===== config.mk =====
export PLATFORM = sky130hd
export DESIGN_NAME = fetch_unit_flat
export DESIGN_NICKNAME = d
export VERILOG_FILES = /design/src/rtl/fetch_unit_pkg.sv /design/src/rtl/fetch_unit_if.sv /design/src/rtl/fetch_unit_pc_unit.sv /design/src/rtl/fetch_unit.sv /design/src/flat_wrapper.sv
export SDC_FILE = /design/constraint.sdc
export NUM_CORES = 1
export LEC_CHECK = 0
export BUFFER_PORTS_ARGS = -buffer_cell sky130_fd_sc_hd__buf_2
export CORE_MARGIN = 5
export CORE_UTILIZATION = 40
export CTS_BUF_LIST = sky130_fd_sc_hd__clkbuf_8 sky130_fd_sc_hd__clkbuf_16
export DETAILED_ROUTE_END_ITERATION = 10
export PLACE_DENSITY = 0.79
export SLEW_MARGIN = 20
export SYNTH_ARGS = -nofsm -noshare
export SYNTH_HDL_FRONTEND = slang
export SYNTH_SLANG_ARGS = --single-unit
export TNS_END_PERCENT = 50

===== constraint.sdc =====
create_clock -name clk -period 2.3 [get_ports clk]
set_input_delay 0.46 -clock clk [delete_from_list [all_inputs] [get_ports clk]]
set_output_delay 0.46 -clock clk [all_outputs]
set_load 0.02 [all_outputs]

===== src/rtl/fetch_unit_pkg.sv =====
// Shared encodings for the fetch datapath: PC update selects and instruction field positions.
package fetch_unit_pkg;

   localparam int unsigned INSTR_W = 16;

   typedef enum logic [1:0] {
      PC_HOLD   = 2'b00,
      PC_INC    = 2'b01,
      PC_BRANCH = 2'b10,
      PC_CLEAR  = 2'b11
   } pc_ctrl_e;

   localparam int unsigned OPCODE_MSB = 15;
   localparam int unsigned OPCODE_LSB = 12;
   localparam int unsigned RD_MSB     = 11;
   localparam int unsigned RD_LSB     = 10;
   localparam int unsigned RS_MSB     = 9;
   localparam int unsigned RS_LSB     = 8;
   localparam int unsigned RT_MSB     = 7;
   localparam int unsigned RT_LSB     = 6;
   localparam int unsigned IMM_MSB    = 7;
   localparam int unsigned IMM_LSB    = 0;

endpackage


===== src/rtl/fetch_unit_if.sv =====
// Instruction memory read port between the fetch unit (master) and the memory (slave).
interface fetch_unit_if #(
   parameter int unsigned PC_W = 8
);
   logic                mem_req;
   logic [PC_W-1:0]     mem_addr;
   logic                mem_ready;
   logic [15:0]         mem_rdata;

   modport master (
      output mem_req,
      output mem_addr,
      input  mem_ready,
      input  mem_rdata
   );

   modport slave (
      input  mem_req,
      input  mem_addr,
      output mem_ready,
      output mem_rdata
   );
endinterface


===== src/rtl/fetch_unit_pc_unit.sv =====
// Program counter register with hold/increment/relative-branch/clear update, modulo 2^PC_W.
module pc_unit
   import fetch_unit_pkg::*;
#(
   parameter int unsigned PC_W = 8
) (
   input  logic            clk,
   input  logic            rst_n,
   input  logic            en_pc_i,
   input  logic [1:0]      pc_ctrl_i,
   input  logic [7:0]      imm_i,
   output logic [PC_W-1:0] pc_o
);

   logic [PC_W-1:0] pc_q;
   logic [PC_W-1:0] pc_d;
   logic [PC_W-1:0] imm_ext;

   // Narrow PCs take the low bits of the offset; wide PCs sign-extend it.
   generate
      if (PC_W > 8) begin : g_sext
         assign imm_ext = {{(PC_W-8){imm_i[7]}}, imm_i};
      end else begin : g_trunc
         assign imm_ext = imm_i[PC_W-1:0];
      end
   endgenerate

   always_comb begin
      pc_d = pc_q;
      if (en_pc_i) begin
         case (pc_ctrl_e'(pc_ctrl_i))
            PC_INC:    pc_d = pc_q + PC_W'(1);
            PC_BRANCH: pc_d = pc_q + imm_ext;
            PC_CLEAR:  pc_d = '0;
            default:   pc_d = pc_q;
         endcase
      end
   end

   always_ff @(posedge clk) begin
      if (!rst_n) begin
         pc_q <= '0;
      end else begin
         pc_q <= pc_d;
      end
   end

   assign pc_o = pc_q;

endmodule


===== src/rtl/fetch_unit.sv =====
// Instruction fetch FSM and instruction register; answers the control FSM with a one-cycle fetch_done.
// Optional macro FETCH_TIMEOUT_EN adds a bounded mem_ready wait and a sticky fetch_err flag.
module fetch_unit
   import fetch_unit_pkg::*;
#(
   parameter int unsigned PC_W    = 8,
   parameter int unsigned TIMEOUT = 15
) (
   input  logic               clk,
   input  logic               rst_n,
   input  logic               en_fetch_pulse,
   input  logic               en_pc_pulse,
   input  logic [1:0]         pc_ctrl,
   fetch_unit_if.master       mem_if,
   output logic               fetch_done,
   output logic               busy,
   output logic [PC_W-1:0]    pc,
   output logic [INSTR_W-1:0] ir,
   output logic [3:0]         opcode,
   output logic [1:0]         rd,
   output logic [1:0]         rs,
   output logic [1:0]         rt,
   output logic [7:0]         imm,
   output logic               fetch_err
);

   typedef enum logic [1:0] {
      S_IDLE,
      S_REQ,
      S_DONE
   } state_e;

   state_e               state_q;
   state_e               state_d;
   logic [PC_W-1:0]      mem_addr_q;
   logic [INSTR_W-1:0]   ir_q;
   logic                 accept;
   logic                 timeout_hit;

   generate
      if (TIMEOUT < 1) begin : g_bad_timeout
         $error("fetch_unit: TIMEOUT must be at least 1");
      end
   endgenerate

   assign accept = (state_q == S_IDLE) && en_fetch_pulse;

   always_ff @(posedge clk) begin
      if (!rst_n) begin
         state_q <= S_IDLE;
      end else begin
         state_q <= state_d;
      end
   end

   always_comb begin
      state_d = state_q;
      case (state_q)
         S_IDLE: if (en_fetch_pulse) state_d = S_REQ;
         S_REQ:  if (mem_if.mem_ready || timeout_hit) state_d = S_DONE;
         S_DONE: state_d = S_IDLE;
         default: state_d = S_IDLE;
      endcase
   end

   always_comb begin
      mem_if.mem_req = (state_q == S_REQ);
      fetch_done     = (state_q == S_DONE);
      busy           = (state_q != S_IDLE);
   end

   always_ff @(posedge clk) begin
      if (!rst_n) begin
         mem_addr_q <= '0;
         ir_q       <= '0;
      end else begin
         if (accept) begin
            mem_addr_q <= pc;
         end
         if ((state_q == S_REQ) && mem_if.mem_ready) begin
            ir_q <= mem_if.mem_rdata;
         end else if (timeout_hit) begin
            ir_q <= '0;
         end
      end
   end

`ifdef FETCH_TIMEOUT_EN
   localparam int unsigned WAIT_W = $clog2(TIMEOUT + 1);

   logic [WAIT_W-1:0] wait_q;
   logic [WAIT_W-1:0] wait_d;
   logic              err_q;
   logic              err_d;

   // The TIMEOUT-th idle REQ cycle fires the timeout, so DONE follows exactly TIMEOUT wait cycles.
   always_comb begin
      wait_d      = wait_q;
      err_d       = err_q;
      timeout_hit = 1'b0;
      if (accept) begin
         wait_d = '0;
      end else if ((state_q == S_REQ) && !mem_if.mem_ready) begin
         wait_d = wait_q + WAIT_W'(1);
         if (wait_q == WAIT_W'(TIMEOUT - 1)) begin
            timeout_hit = 1'b1;
            err_d       = 1'b1;
         end
      end
   end

   always_ff @(posedge clk) begin
      if (!rst_n) begin
         wait_q <= '0;
         err_q  <= 1'b0;
      end else begin
         wait_q <= wait_d;
         err_q  <= err_d;
      end
   end

   assign fetch_err = err_q;
`else
   assign timeout_hit = 1'b0;
   assign fetch_err   = 1'b0;
`endif

   pc_unit #(
      .PC_W (PC_W)
   ) u_pc_unit (
      .clk       (clk),
      .rst_n     (rst_n),
      .en_pc_i   (en_pc_pulse),
      .pc_ctrl_i (pc_ctrl),
      .imm_i     (ir_q[IMM_MSB:IMM_LSB]),
      .pc_o      (pc)
   );

   assign mem_if.mem_addr = mem_addr_q;
   assign ir              = ir_q;
   assign opcode          = ir_q[OPCODE_MSB:OPCODE_LSB];
   assign rd              = ir_q[RD_MSB:RD_LSB];
   assign rs              = ir_q[RS_MSB:RS_LSB];
   assign rt              = ir_q[RT_MSB:RT_LSB];
   assign imm             = ir_q[IMM_MSB:IMM_LSB];

endmodule


===== src/flat_wrapper.sv =====
// flat-port wrapper written by rule: the top's interface ports become plain ports
module fetch_unit_flat import fetch_unit_pkg::*;
#(
   parameter int unsigned PC_W    = 8,
   parameter int unsigned TIMEOUT = 15
)
  (clk, rst_n, en_fetch_pulse, en_pc_pulse, pc_ctrl, fetch_done, busy, pc, ir, opcode, rd, rs, rt, imm, fetch_err, mem_if_mem_req, mem_if_mem_addr, mem_if_mem_ready, mem_if_mem_rdata);
  fetch_unit_if #(.PC_W(PC_W)) mem_if_i ();
  input  logic clk;
  input  logic rst_n;
  input  logic en_fetch_pulse;
  input  logic en_pc_pulse;
  input  logic [1:0] pc_ctrl;
  output logic fetch_done;
  output logic busy;
  output logic [PC_W-1:0] pc;
  output logic [INSTR_W-1:0] ir;
  output logic [3:0] opcode;
  output logic [1:0] rd;
  output logic [1:0] rs;
  output logic [1:0] rt;
  output logic [7:0] imm;
  output logic fetch_err;
  output wire logic [$bits(mem_if_i.mem_req)-1:0] mem_if_mem_req;
  output wire logic [$bits(mem_if_i.mem_addr)-1:0] mem_if_mem_addr;
  input wire logic [$bits(mem_if_i.mem_ready)-1:0] mem_if_mem_ready;
  input wire logic [$bits(mem_if_i.mem_rdata)-1:0] mem_if_mem_rdata;
  assign mem_if_mem_req = mem_if_i.mem_req;
  assign mem_if_mem_addr = mem_if_i.mem_addr;
  assign mem_if_i.mem_ready = mem_if_mem_ready;
  assign mem_if_i.mem_rdata = mem_if_mem_rdata;
  fetch_unit #(.PC_W(PC_W), .TIMEOUT(TIMEOUT)) u_core (.clk(clk), .rst_n(rst_n), .en_fetch_pulse(en_fetch_pulse), .en_pc_pulse(en_pc_pulse), .pc_ctrl(pc_ctrl), .mem_if(mem_if_i), .fetch_done(fetch_done), .busy(busy), .pc(pc), .ir(ir), .opcode(opcode), .rd(rd), .rs(rs), .rt(rt), .imm(imm), .fetch_err(fetch_err));
endmodule

==> results of run 1 <==
-- per-stage QoR --
step	total power [W]	util, %
after global routing	0.001293	53.56
final	0.001224	53.56
after global placement	0.0007887	49.91
after detailed placement	0.0007904	49.91
after CTS	0.001238	52.03
after floorplan	0.0007423	-
-- state kept, by name, summed over array words and instances, names as in the netlist --
register	flops
u_core.ir	16
u_core.mem_if.mem_addr	8
u_core.state_q	2
u_core.u_pc_unit.pc_o	8
-- placed cells by master, fill, tap and decap left out, drive strengths merged, types with 4 or more instances in the layout --
cell,count
ha,7
buf,89
a21boi,25
xor2,4
clkbuf,7
and2,11
nand2,57
o21ai,5
a22oi,4
dfxtp,34
nor2b,6
-- where the power goes --
part | leakage (nW) | total, W | switching (W) | internal (W)
clock | 0.0524 | 0.000444 | 0.000207 | 0.000237
combinational | 0.804 | 0.000164 | 0.0000988 | 0.0000651
sequential | 0.275 | 0.000616 | 0.0000121 | 0.000603
total | 1.13 | 0.00122 | 0.000318 | 0.000906
-- logic make-up (layout without fill, tap and decap cells) --
logic type               count (synthesis)  count (layout)
adder cells (fa/ha/maj)                  8               8
buffers and inverters                   29             100
XOR/XNOR                                 6               6
other                                    1               1
AO/OA/AOI/OAI                           47              47
flip-flops                              34              34
AND/OR/NAND/NOR                         85              85
-- worst paths after layout --
kind	cells past startpoint	slack, ps	start	endpoint
setup / recovery	10	50	pc_ctrl[1]	u_core.u_pc_unit.pc_o[7]
hold / removal	3	420	mem_if_mem_rdata[9]	u_core.ir[9]
setup reg to reg	8	190	u_core.ir[0]	u_core.u_pc_unit.pc_o[7]
hold reg to reg	2	460	u_core.mem_if.mem_addr[6]	u_core.mem_if.mem_addr[6]
-- worst register-to-register path, delay by kind of cell (launching register included) --
family,cells,cell delay (ps)
and+or+nand+nor,3,700
AOI/OAI and AO/OA,3,600
adders and majority gates,1,220
DFF,1,340
buffers and inverters,1,160
-- per-layer routing --
layer  vias to the layer above  GRT usage [%]
met5                         -              0
met4                         0          4.196
met3                         2          4.846
met2                        35          23.63
met1                       690          16.01
li1                        812              -
-- repair_timing --
item                       CTS  global route
setup endpoints to repair    0             2
setup buffers                0             2
gates resized for setup      0             8
hold endpoints to repair     0             0
-- area by class of cell --
class                           count  area, sq um
Multi-Input combinational cell    147        985.9
Tap cell                           52        65.06
Clock buffer                        6        82.58
Fill cell                         436         2008
Timing Repair Buffer               90        485.5
Clock inverter                      2        8.758
Sequential cell                    34        680.7
Inverter                            2        7.507
==> results.md, run 1 <==
- Status: complete, no violations
- Worst path top cell family by delay: simple AND/OR/NAND/NOR gates
- Max Root-Sink Buffers: 2
- Slew Viols, Final: 0
- CTS tree: built
- Via count: ~1500
- Synth Area in Simple Gates: approximately 22%
- Seq/Total Area, Yosys: 38.31%
- YS warnings: 0
- Final worst slack: 50.37 ps
- Setup TNS Final: 0 ps
- M1 wire length: about 1.8 mm
- Worst clock skew: 4.013 ps
- Synth Area in XOR/XNOR: 2.958%
- Post-Synthesis Cells: 210
- CP startpoint kind: input port
- Largest family of logic cells by synthesized area: simple AND/OR/NAND/NOR gates
- Final Cell Area: 2316 sq um
- Pin count of the biggest net entering global routing: 32
- RSZ-0062 raised after global routing: false
- Die width: 76.65 microns
- Syn_nets: 241
- Final hold vios: 0
- WP data arrival: 2430 ps
- Initial antenna violation count: 0
- Top-area cell type share of the netlist area: about two fifths
- Mapped Avg Cell Area: 8.460 sq um
- Vias/cell: 4.622
- CP Capture Type: flip-flop
- Antenna Nets Post-Route: 0
- Maximum VDD drop: 0.2727 mV
- Placed cell count: 323
- CP required: about 2500 ps
- Commonest cells in the netlist: 57 x nand2_1, 34 x dfxtp_1, 25 x a21boi_0, 20 x buf_4, 11 x and2_1
- Iter 0 DRT Violations: 74
- Yosys reg bits: 34
- Routability cong.: 0.7768
- Met3 Wirelength: around 210 microns
- Crit-path max cell delay: around 450 ps
- Post-synthesis mux area share: 0%
- Slew HR: 62.34%
- Vias in the first global route: between 1500 and 2000
- Synth Area in Compound Gates: around a fifth
- Clock Pin Slew Worst Setup and Hold Paths: ~70 ps
- Dpl cell area: 2158 sq um
- Starting density of the core: between 40% and 50%
- Hold WC Path Type: in2reg
- Root buffer cell: clkbuf_8
- Leak: 1.132 nW
- Post-DP HPWL: ~3.0 mm
- Setup violations, final: 0
- Port bufs: 75
- Ranking of synthesized cells by area: dfxtp_1 38%, nand2_1 12%, a21boi_0 11%, buf_4 8.5%, ha_1 4.9%
- Clock Sink Count: 34
- Routed WL per cell: 11.95 microns
- CTS Buf Count: 5
- Netlist cell types: 34
- Die area: just under 6000 sq um
- Top Metal Used: met4
- Critical-path cell list: buf_2 > nor2b_1 > buf_4 > and2_4 > ha_4 > a211oi_4 > nor3_4 > o311ai_2 > or4b_1 > o311ai_1
- Drt drc: 0
- Ports: 77
- Yosys top cell by area: dfxtp_1
- CP max stage cell: or4b_1
- Die height: 76.65 microns
- CTS H-tree lvls: 2
- Non-Filler Instances: 333
- Most frequent cell after synthesis: nand2_1
- Hold Slack: between 400 and 500 ps
- First-pass GRT wire length: 6.824 mm
- Clock latency at the later pin of the worst-skew pair: between 200 and 300 ps
- Cts hold-fix bufs: 0
- Top_reg_cell synth: dfxtp_1
- Share of cells above drive strength 1: 39.15%
- Async set-reset flop share out of synthesis: 0%
- Place WS: -209.2 ps
- Crit Path Class: in2reg
- Total wire length: 3.979 mm
- Met2 WL: 1.959 mm
- Overflow after GRT: 0
- Final period util: a little over nine tenths
- Max Cap Viol: 0
- FMAX: 444.5 MHz
- Core area: ~4300 sq um
- Area growth from synthesis to layout: 30.35%
- WP buf/inv: 2
- Worst slew pin tran: 565.0 ps
- First-pass DRT Iterations: 4
- Minimum clock period: 2250 ps
- CP Max Fanout: 6
- Number of enable flip-flop cells after synthesis: 0
- Synth Cell Area: 1777 sq um
- Row cnt: 24
- Gr usage total: 13.79%
- Post-Synth Adder-Cell Area: 6.056%
- Ant diodes: 0
- Pwr dens: between 500 and 600 nW/um^2
- Final #Nets: 311
(Power assumes the default switching activity.)
==> run 2, diff against run 1 <==
--- a/config.mk
+++ b/config.mk
@@ -7,10 +7,10 @@
 export LEC_CHECK = 0
 export BUFFER_PORTS_ARGS = -buffer_cell sky130_fd_sc_hd__buf_2
 export CORE_MARGIN = 5
-export CORE_UTILIZATION = 40
+export CORE_UTILIZATION = 42
 export CTS_BUF_LIST = sky130_fd_sc_hd__clkbuf_8 sky130_fd_sc_hd__clkbuf_16
 export DETAILED_ROUTE_END_ITERATION = 10
-export PLACE_DENSITY = 0.79
+export PLACE_DENSITY = 0.82
 export SLEW_MARGIN = 20
 export SYNTH_ARGS = -nofsm -noshare
 export SYNTH_HDL_FRONTEND = slang
==> run 2 against run 1 <==
  * Cell count is 0.60% lower
  * Register-to-register slack hardly changed
  * Fmax fell by 0.77%
  * Clock-buffer cell count unchanged
  * Via count is 3.9% higher
  * Die area is 4.1% lower
  * Wire length increased by 13%
  * Critical path type unchanged
  * Largest power group unchanged
==> results.md, run 2 (same netlist as run 1, synthesis figures left out) <==
- Worst clock skew: 8.289 ps
- Antenna Nets Post-Route: 0
- Hold WC Path Type: in2reg
- CTS H-tree lvls: 2
- Starting density of the core: between 40% and 50%
- M1 wire length: 1.788 mm
- Maximum VDD drop: between 0.2 and 0.3 mV
- Crit Path Class: in2reg
- Die area: 5631 sq um
- Ant diodes: 0
- Setup TNS Final: 0 ps
- Pwr dens: 522.9 nW/um^2
- Total wire length: 4.480 mm
- Initial antenna violation count: 0
- Share of cells above drive strength 1: 41.99%
- Max Root-Sink Buffers: 2
- Row cnt: 23
- Status: complete, no violations
- Final hold vios: 0
- First-pass DRT Iterations: 4
- Non-Filler Instances: 331
- Gr usage total: 14.74%
- CTS Buf Count: 5
- Met2 WL: between 2 and 2.5 mm
- Number of flip-flops in the largest register: 16
- Clock Pin Slew Worst Setup and Hold Paths: 70 ps
- CP Max Fanout: 6
- Area growth from synthesis to layout: 32.96%
- Worst slew pin tran: 611.4 ps
- Die width: approximately 75 microns
- Iter 0 DRT Violations: 55
- Max Cap Viol: 0
- Routed WL per cell: 13.53 microns
- CP startpoint kind: input port
- Place WS: -253.8 ps
- WP data arrival: ~2500 ps
- Slew Viols, Final: 0
- Final #Nets: around 310
- Overflow after GRT: 0
- Via count: 1599
- Met3 Wirelength: 255 microns
- Leading cell type in the layout, fill and taps excluded: buf_2
- Setup violations, final: 0
- Final period util: ~99%
- Minimum clock period: ~2300 ps
- Pin count of the biggest net entering global routing: 32
- Vias in the first global route: 1397
- Leak: 1.140 nW
- Highest-count cells in the layout ignoring fill and taps: 75 x buf_2, 57 x nand2_1, 34 x dfxtp_1, 25 x a21boi_0, 15 x buf_4
- Root buffer cell: clkbuf_8
- CTS tree: built
- Clock latency at the later pin of the worst-skew pair: 290 ps
- First-pass GRT wire length: 6.382 mm
- Port bufs: 75
- CP Capture Type: flip-flop
- Die height: 75.04 microns
- Core area: around 4000 sq um
- Routability cong.: 0.8831
- Slew HR: 58.81%
- Drt drc: 0
- FMAX: ~440 MHz
- Final worst slack: 32.90 ps
- Clock Sink Count: 34
- Top Metal Used: met4
- Total chip power: between 0.001 and 0.0015 W
- Ports: just under 80
- Placed cell count: 320
- Post-DP HPWL: 3.200 mm
- Vias/cell: 4.831
- CP required: 2500 ps
[run 2: area by class of cell]
| cell class | instances | area, sq um |
|---|---|---|
| tap | 50 | 62.56 |
| multi-input combinational | 147 | 1032 |
| timing repair buffer | 90 | 488.0 |
| inverter | 2 | 7.507 |
| clock buffer | 6 | 82.58 |
| fill | 367 | 1695 |
| clock inverter | 2 | 8.758 |
| sequential | 34 | 680.7 |
[run 2: metal layers]
metal / track usage, % / up-vias
li1: - / 812
met1: 18.03 / 736
met2: 24.95 / 47
met3: 3.872 / 4
met4: 5.138 / 0
met5: 0 / -
[run 2: report_power, final]
group / switching [W] / leakage [nW] / internal [W]
Combinational: 0.000103 / 0.813 / 0.0000682
Sequential: 0.0000134 / 0.275 / 0.000604
Clock: 0.000210 / 0.0524 / 0.000237
Total: 0.000327 / 1.14 / 0.000909
[run 2: timing repair]
action	in CTS	in global routing
hold buffers	0	0
gates resized for setup	0	20
setup buffers	0	3
setup endpoints to repair	0	2
[run 2: path summary, 6_finish.rpt]
kind / startpoint / slack (ps) / cells past startpoint / to
worst max-delay path: pc_ctrl[1] / 30 / 10 / u_core.u_pc_unit.pc_o[7]
worst min-delay path: mem_if_mem_rdata[5] / 410 / 3 / u_core.ir[5]
worst max register to register: u_core.ir[1] / 180 / 7 / u_core.u_pc_unit.pc_o[7]
worst min register to register: u_core.mem_if.mem_addr[1] / 460 / 2 / u_core.mem_if.mem_addr[1]
[run 2: stage by stage]
stage | utilization [%] | hold WS [ps] | area [sq um]
global placement | 52.94 | 445.5 | 2148
detailed placement | 52.94 | 453.9 | 2148
global route | 58.22 | 420.3 | 2362
CTS | 55.20 | 410.6 | 2240
floorplan | - | 540.8 | 1798
finish | 58.22 | 412.2 | 2362
[run 2: critical path, stage by stage]
cell and delay, ps:
buf_2 110, nor2b_1 120, buf_4 160, and2_4 180
ha_4 230, a211oi_4 320, nor3_4 90, o311ai_2 230
or4b_4 490, o311ai_2 90
